[config.mk]
export PLATFORM = sky130hd
export DESIGN_NAME = ula_seq_flat
export DESIGN_NICKNAME = d
export VERILOG_FILES = /design/src/rtl/ula_seq_if.sv /design/src/rtl/ula_seq.sv /design/src/flat_wrapper.sv
export SDC_FILE = /design/constraint.sdc
export NUM_CORES = 1
export LEC_CHECK = 0
export ABC_CLOCK_PERIOD_IN_PS = 1900
export CORE_UTILIZATION = 47
export CTS_BUF_LIST = sky130_fd_sc_hd__clkbuf_8
export CTS_CLUSTER_DIAMETER = 60
export DETAILED_ROUTE_END_ITERATION = 7
export PLACE_DENSITY = 0.89
export SLEW_MARGIN = 20
export SYNTH_ARGS = -nofsm -noshare
export SYNTH_HDL_FRONTEND = slang
export SYNTH_SLANG_ARGS = --single-unit
[constraint.sdc]
create_clock -name CLK -period 1.9 [get_ports CLK]
set_input_delay 0.57 -clock CLK [delete_from_list [all_inputs] [get_ports CLK]]
set_output_delay 0.57 -clock CLK [all_outputs]
set_load 0.05 [all_outputs]
[src/rtl/ula_seq_if.sv]
// Bundle of every non-clock signal between the ULA sequencer and its environment
// (host instruction/load ports, ULA operand/result lines, result handshake).
interface ula_seq_if #(
    parameter int DW = 6,
    parameter int AW = 2,
    parameter int CW = 8
);
    logic              IN_VALID;
    logic              IN_READY;
    logic [3+3*AW:0]   IN_INSTR;
    logic              LD_EN;
    logic [AW-1:0]     LD_ADDR;
    logic [DW-1:0]     LD_DATA;
    logic [3:0]        S;
    logic [DW-1:0]     A;
    logic [DW-1:0]     B;
    logic [DW-1:0]     O;
    logic              Cout;
    logic              Zero;
    logic              RES_VALID;
    logic              RES_READY;
    logic [DW-1:0]     RES_DATA;
    logic              RES_COUT;
    logic              RES_ZERO;
    logic              BUSY;
    logic [CW-1:0]     OPCNT;

    // The environment side: host plus the combinational ULA itself.
    modport master (
        output IN_VALID, IN_INSTR, LD_EN, LD_ADDR, LD_DATA, O, Cout, Zero, RES_READY,
        input  IN_READY, S, A, B, RES_VALID, RES_DATA, RES_COUT, RES_ZERO, BUSY, OPCNT
    );

    modport slave (
        input  IN_VALID, IN_INSTR, LD_EN, LD_ADDR, LD_DATA, O, Cout, Zero, RES_READY,
        output IN_READY, S, A, B, RES_VALID, RES_DATA, RES_COUT, RES_ZERO, BUSY, OPCNT
    );
endinterface

[src/rtl/ula_seq.sv]
// Issue/writeback sequencer for the 6-bit ULA: register file, instruction handshake,
// registered ULA drive, result capture and writeback, result handshake.
module ula_seq #(
    parameter int DW = 6,
    parameter int AW = 2,
    parameter int CW = 8
) (
    input logic      CLK,
    input logic      R,
    ula_seq_if.slave bus
);
    localparam logic [1:0] IDLE = 2'd0;
    localparam logic [1:0] EXEC = 2'd1;
    localparam logic [1:0] RESP = 2'd2;
    localparam int IW   = 4 + 3 * AW;
    localparam int NREG = 2 ** AW;

    logic [1:0]    state;
    logic [DW-1:0] rf [NREG];
    logic [AW-1:0] rd_q;
    logic [3:0]    s_q;
    logic [DW-1:0] a_q;
    logic [DW-1:0] b_q;
    logic [DW-1:0] res_data;
    logic          res_cout;
    logic          res_zero;
    logic [CW-1:0] opcnt;

    logic [3:0]    op_f;
    logic [AW-1:0] rd_f;
    logic [AW-1:0] ra_f;
    logic [AW-1:0] rb_f;
    logic          accept;

    assign op_f   = bus.IN_INSTR[IW-1 -: 4];
    assign rd_f   = bus.IN_INSTR[3*AW-1 -: AW];
    assign ra_f   = bus.IN_INSTR[2*AW-1 -: AW];
    assign rb_f   = bus.IN_INSTR[AW-1:0];
    assign accept = bus.IN_VALID && (state == IDLE);

    // The EXEC writeback is placed after the load-port write so that it wins a same-address collision.
    always_ff @(posedge CLK or posedge R) begin
        if (R) begin
            state    <= IDLE;
            for (int i = 0; i < NREG; i++) rf[i] <= '0;
            rd_q     <= '0;
            s_q      <= '0;
            a_q      <= '0;
            b_q      <= '0;
            res_data <= '0;
            res_cout <= 1'b0;
            res_zero <= 1'b0;
            opcnt    <= '0;
        end else begin
            if (bus.LD_EN) rf[bus.LD_ADDR] <= bus.LD_DATA;
            case (state)
                IDLE: begin
                    if (accept) begin
                        s_q   <= op_f;
                        a_q   <= rf[ra_f];
                        b_q   <= rf[rb_f];
                        rd_q  <= rd_f;
                        state <= EXEC;
                    end
                end
                EXEC: begin
                    res_data <= bus.O;
                    res_cout <= bus.Cout;
                    res_zero <= bus.Zero;
                    rf[rd_q] <= bus.O;
                    opcnt    <= opcnt + CW'(1);
                    state    <= RESP;
                end
                RESP: begin
                    if (bus.RES_READY) state <= IDLE;
                end
                default: state <= IDLE;
            endcase
        end
    end

    assign bus.IN_READY  = (state == IDLE);
    assign bus.RES_VALID = (state == RESP);
    assign bus.BUSY      = (state != IDLE);
    assign bus.S         = s_q;
    assign bus.A         = a_q;
    assign bus.B         = b_q;
    assign bus.RES_DATA  = res_data;
    assign bus.RES_COUT  = res_cout;
    assign bus.RES_ZERO  = res_zero;
    assign bus.OPCNT     = opcnt;
endmodule

[src/flat_wrapper.sv]
// flat-port wrapper written by rule: the top's interface ports become plain ports
module ula_seq_flat 
#(
    parameter int DW = 6,
    parameter int AW = 2,
    parameter int CW = 8
)
  (CLK, R, bus_IN_VALID, bus_IN_INSTR, bus_LD_EN, bus_LD_ADDR, bus_LD_DATA, bus_O, bus_Cout, bus_Zero, bus_RES_READY, bus_IN_READY, bus_S, bus_A, bus_B, bus_RES_VALID, bus_RES_DATA, bus_RES_COUT, bus_RES_ZERO, bus_BUSY, bus_OPCNT);
  ula_seq_if #(.DW(DW), .AW(AW), .CW(CW)) bus_i ();
  input logic CLK;
  input logic R;
  input wire logic [$bits(bus_i.IN_VALID)-1:0] bus_IN_VALID;
  input wire logic [$bits(bus_i.IN_INSTR)-1:0] bus_IN_INSTR;
  input wire logic [$bits(bus_i.LD_EN)-1:0] bus_LD_EN;
  input wire logic [$bits(bus_i.LD_ADDR)-1:0] bus_LD_ADDR;
  input wire logic [$bits(bus_i.LD_DATA)-1:0] bus_LD_DATA;
  input wire logic [$bits(bus_i.O)-1:0] bus_O;
  input wire logic [$bits(bus_i.Cout)-1:0] bus_Cout;
  input wire logic [$bits(bus_i.Zero)-1:0] bus_Zero;
  input wire logic [$bits(bus_i.RES_READY)-1:0] bus_RES_READY;
  output wire logic [$bits(bus_i.IN_READY)-1:0] bus_IN_READY;
  output wire logic [$bits(bus_i.S)-1:0] bus_S;
  output wire logic [$bits(bus_i.A)-1:0] bus_A;
  output wire logic [$bits(bus_i.B)-1:0] bus_B;
  output wire logic [$bits(bus_i.RES_VALID)-1:0] bus_RES_VALID;
  output wire logic [$bits(bus_i.RES_DATA)-1:0] bus_RES_DATA;
  output wire logic [$bits(bus_i.RES_COUT)-1:0] bus_RES_COUT;
  output wire logic [$bits(bus_i.RES_ZERO)-1:0] bus_RES_ZERO;
  output wire logic [$bits(bus_i.BUSY)-1:0] bus_BUSY;
  output wire logic [$bits(bus_i.OPCNT)-1:0] bus_OPCNT;
  assign bus_i.IN_VALID = bus_IN_VALID;
  assign bus_i.IN_INSTR = bus_IN_INSTR;
  assign bus_i.LD_EN = bus_LD_EN;
  assign bus_i.LD_ADDR = bus_LD_ADDR;
  assign bus_i.LD_DATA = bus_LD_DATA;
  assign bus_i.O = bus_O;
  assign bus_i.Cout = bus_Cout;
  assign bus_i.Zero = bus_Zero;
  assign bus_i.RES_READY = bus_RES_READY;
  assign bus_IN_READY = bus_i.IN_READY;
  assign bus_S = bus_i.S;
  assign bus_A = bus_i.A;
  assign bus_B = bus_i.B;
  assign bus_RES_VALID = bus_i.RES_VALID;
  assign bus_RES_DATA = bus_i.RES_DATA;
  assign bus_RES_COUT = bus_i.RES_COUT;
  assign bus_RES_ZERO = bus_i.RES_ZERO;
  assign bus_BUSY = bus_i.BUSY;
  assign bus_OPCNT = bus_i.OPCNT;
  ula_seq #(.DW(DW), .AW(AW), .CW(CW)) u_core (.CLK(CLK), .R(R), .bus(bus_i));
endmodule
==> summary.txt <==
Run status
  – Result of the run: completed

Clock tree
  – CTS Hold Buffers Added: 0
  – CTS tree: built
  – Number of levels the H-tree was split into: 3
  – CTS Buf Count: 9
  – Clock transition at path regs: 0.07 ns
  – Maximum buffer depth of the clock tree: 2
  – Sink Count: 60
  – Root Buffer Master: sky130_fd_sc_hd__clkbuf_8
  – Worst skew pair latency: 0.33 ns

Synth
  – Most common cell in the netlist: sky130_fd_sc_hd__dfrtp_1
  – Area share of fa/ha/maj cells after synthesis: 0.4338%
  – Portion of synthesized cell area occupied by the leading cell type: 52.06%
  – Library cell with the largest summed area after synthesis: sky130_fd_sc_hd__dfrtp_1
  – Synth Flop Type: sky130_fd_sc_hd__dfrtp_1
  – Share of the synthesized area in compound gates (AO/OA/AOI/OAI): 4.338%
  – Number of flops mapped to enable cells by yosys: 0
  – Syn. warnings: 0
  – Top cells by instance count after synthesis: sky130_fd_sc_hd__dfrtp_1, sky130_fd_sc_hd__nand2_1, sky130_fd_sc_hd__mux2i_1
  – Post-synthesis instance area: 2884 um^2
  – Cell variety after synth: 32
  – Dominant combinational cell family by area after synthesis: multiplexers
  – Top area cells in the synthesized netlist: sky130_fd_sc_hd__dfrtp_1, sky130_fd_sc_hd__mux4_2, sky130_fd_sc_hd__mux2i_1, sky130_fd_sc_hd__nand2_1, sky130_fd_sc_hd__mux2_4
  – Fraction of synthesized area in multiplexers: 25.90%
  – Sequential fraction of the synthesis area: 52.06%
  – Parity-gate share of the synthesized area counting xor and xnor cells: 2.126%
  – Number of nets in the synthesized netlist: 265
  – Share of flip-flops with an asynchronous set or reset after synthesis: 100.0%
  – Number of instances in the synthesized netlist: 233
  – Per-instance average area after synthesis: 12.38 um^2
  – Post-synthesis simple-gate area fraction: 12.58%
  – Seq cells post-synth: 60

Timing
  – Setup repair after global routing missed its margin: no
  – Worst Setup Slack, final: 0.06474 ns
  – Max-slew headroom: 66.24%
  – Final hold vios: 0
  – Actual slew at the worst max-slew pin: 0.5037 ns
  – Total setup violations reported at the end of the flow: 0
  – Highest attainable clock frequency: 0.5449 GHz
  – Shortest clock period the worst path allows after layout: 1.835 ns
  – Ratio of final minimum period to clock period: 96.59%
  – Clock Skews: 0.008114 ns
  – Max-slew violation count: 0

Setup path
  – Reg-to-reg endpoint: u_core.bus.A[5]
  – End point of the critical path: bus_RES_VALID
  – Startpoint-to-endpoint class of the critical path: register to output port
  – Logic depth of the worst path, buffers included: 3
  – Kind of cell adding the most delay to the critical path: flip-flops
  – Slowest cell on crit path: sky130_fd_sc_hd__dfrtp_2
  – Kind of end point of the critical path: output port
  – Critical-path maximum fanout: 4
  – Worst path cell trace: or2b_2 > inv_2 > buf_12
  – Reg-to-reg slack, setup: 0.30 ns
  – Register-to-Register Path Depth: 4
  – Critical path's largest stage delay: 0.43 ns
  – Setup crit start kind: register
  – Data arrival, critical path: 1.27 ns
  – CP Buf/Inv Count: 2
  – Worst setup path startpoint: u_core.state[0]
  – Worst reg2reg path startpoint: u_core.state[0]
  – WP data required: 1.33 ns

Global routing
  – GRT overflow: 0
  – Pin count of the biggest net entering global routing: 33
  – Global-route wire length before repair: 10260 um
  – Initial antenna violation count: 0
  – Vias in the first global route: 2145
  – Overall fraction of global-route tracks in use: 21.89%

Floorplan
  – Initial Utilization: 48.71%
  – Chip width: 80.34 um
  – Die Area: 6454 um^2
  – Core region area: 5921 um^2
  – # IOs: 66
  – Chip Height: 80.34 um
  – Number of core rows: 28

Final layout
  – Final-layout fill cell count: 455
  – Number of nets in the layout: 345
  – Area of the multi-input gates: 1309 um^2
  – Area taken by flip-flops and latches: 1504 um^2
  – Post-Route Utilization: 65.98%
  – Area added between synthesis and finish: 35.44%
  – Post-route standard cell area excluding fillers: 3906 um^2
  – Fraction of layout instances using a drive strength above 1: 33.65%
  – Count of inserted antenna diode cells: 0

Place
  – Total cell area at the placement stage: 3665 um^2
  – HPWL after detailed placement: 4726 um
  – Placer Congestion: 0.8097
  – Setup Slack @ Placement: -0.2317 ns
  – Number of buffer cells added on primary ports: 65

Drt
  – Number of DRC violations after detailed routing: 0
  – Final ANT Viol Nets: 0
  – Drt initial violations: 107
  – Total number of vias: 2083
  – Mean number of vias per cell: 5.300
  – Routed Wire Length: 6265 um
  – Number of detailed-routing iterations run before antenna repair: 4
  – Routed len/inst: 15.94 um

Job
  – Maxcap violations: 0

Min path
  – Worst hold-check path type: register to register

Power
  – Leakage dissipation: 1.815 nW
  – Ratio of total power to cell area: 1796 nW/um^2
  – Worst voltage drop across the vdd grid: 1.042 mV
==> metal layers <==
metal  GRT usage, %  vias up  part of all wire, %
li1               -      981                    -
met1          25.82     1027                   42
met2          37.01       64                   51
met3          5.795       11                  4.9
met4          10.54        0                  1.6
met5              0        -                    0
==> worst min path at each step <==
stage | start | to | cells after the start
2_1_floorplan | u_core.rd_q[1] | u_core.rd_q[1] | 1
3_3_place_gp | u_core.bus.RES_DATA[1] | u_core.bus.RES_DATA[1] | 2
3_5_place_dp | u_core.bus.RES_DATA[5] | u_core.bus.RES_DATA[5] | 2
4_1_cts | u_core.bus.RES_DATA[5] | u_core.bus.RES_DATA[5] | 2
5_1_grt | u_core.bus.RES_DATA[1] | u_core.bus.RES_DATA[1] | 2
6_report | u_core.bus.OPCNT[7] | u_core.bus.OPCNT[7] | 1
==> metrics by stage <==
step / setup TNS (ns) / hold slack, ns / total power [W] / cells
global route: 0 / 0.5056 / 0.007388 / 393
detailed placement: -2.347 / 0.4674 / 0.005760 / 374
global placement: -1.971 / 0.4616 / 0.005598 / 374
floorplan: 0 / 0.5331 / 0.004698 / 233
finish: 0 / 0.4871 / 0.007014 / 393
CTS: 0 / 0.4913 / 0.007048 / 392
==> registers in the layout, indices dropped and copies added (netlist names) <==
name                 count
u_core.bus.S             4
u_core.bus.B             6
u_core.bus.RES_COUT      1
u_core.rf               24
u_core.bus.OPCNT         8
u_core.bus.A             6
u_core.rd_q              2
u_core.state             2
u_core.bus.RES_ZERO      1
u_core.bus.RES_DATA      6
==> kinds of logic (layout without fill, tap and decap cells) <==
logic type / count (synthesis) / after routing
AND/OR/NAND/NOR: 73 / 73
buffers and inverters: 13 / 98
flip-flops: 60 / 60
adder cells (fa/ha/maj): 1 / 1
multiplexers: 54 / 54
XOR/XNOR: 7 / 7
AO/OA/AOI/OAI: 25 / 25
==> worst reg2reg max path: stages, from the launching register on <==
cell and delay [ns]:
sky130_fd_sc_hd__dfrtp_2 0.43, sky130_fd_sc_hd__or2_4 0.26, sky130_fd_sc_hd__inv_2 0.08, sky130_fd_sc_hd__and2_4 0.34
sky130_fd_sc_hd__mux2_2 0.39
==> layout by cell type, fill, tap and decap left out <==
master,netlist,final
sky130_fd_sc_hd__ha_1,1,1
sky130_fd_sc_hd__and4b_2,1,1
sky130_fd_sc_hd__nand3_1,3,3
sky130_fd_sc_hd__xnor2_1,7,7
sky130_fd_sc_hd__inv_1,2,1
sky130_fd_sc_hd__buf_12,1,8
sky130_fd_sc_hd__mux2_4,9,9
sky130_fd_sc_hd__dfrtp_2,0,2
sky130_fd_sc_hd__clkdlybuf4s50_1,0,30
sky130_fd_sc_hd__nor3b_2,1,1
sky130_fd_sc_hd__buf_4,0,41
sky130_fd_sc_hd__and2_1,2,2
sky130_fd_sc_hd__clkbuf_8,0,10
sky130_fd_sc_hd__clkinvlp_4,0,1
sky130_fd_sc_hd__nor4b_1,1,1
sky130_fd_sc_hd__and4bb_2,2,2
sky130_fd_sc_hd__nand4b_1,1,1
sky130_fd_sc_hd__or2b_2,1,1
sky130_fd_sc_hd__inv_2,1,2
sky130_fd_sc_hd__mux2_2,9,9
sky130_fd_sc_hd__and2_4,1,1
sky130_fd_sc_hd__o21ai_0,19,19
sky130_fd_sc_hd__nand4_1,2,2
sky130_fd_sc_hd__a21oi_1,6,6
sky130_fd_sc_hd__nand2_1,47,47
sky130_fd_sc_hd__nand3b_1,2,2
sky130_fd_sc_hd__and2b_2,1,1
sky130_fd_sc_hd__mux2i_1,24,24
sky130_fd_sc_hd__or2b_1,1,1
sky130_fd_sc_hd__bufinv_16,0,2
sky130_fd_sc_hd__nor2_1,6,6
sky130_fd_sc_hd__or2_4,1,1
sky130_fd_sc_hd__dfrtp_1,60,58
sky130_fd_sc_hd__mux4_2,12,12
sky130_fd_sc_hd__clkinv_2,0,3
==> where the power goes <==
group / total (W) / internal, W / switching, W / leakage (nW)
Sequential: 0.00240 / 0.00189 / 0.000507 / 0.724
Clock: 0.00124 / 0.000763 / 0.000480 / 0.117
Combinational: 0.00337 / 0.00142 / 0.00195 / 0.973
Total: 0.00701 / 0.00408 / 0.00294 / 1.81
==> area by class of cell <==
type | count | share of cell area [%]
Clock buffer | 10 | 3.523
Clock inverter | 6 | 2.018
Inverter | 3 | 0.3844
Multi-Input combinational cell | 160 | 33.50
Sequential cell | 60 | 38.50
Tap cell | 75 | 2.402
Timing Repair Buffer | 79 | 19.67
==> timing repair <==
action | in CTS | in global routing
gates resized for setup | 2 | 1
setup buffers | 2 | 1
setup endpoints to repair | 1 | 1
pin swaps | 0 | 0
(Power assumes the default switching activity.)
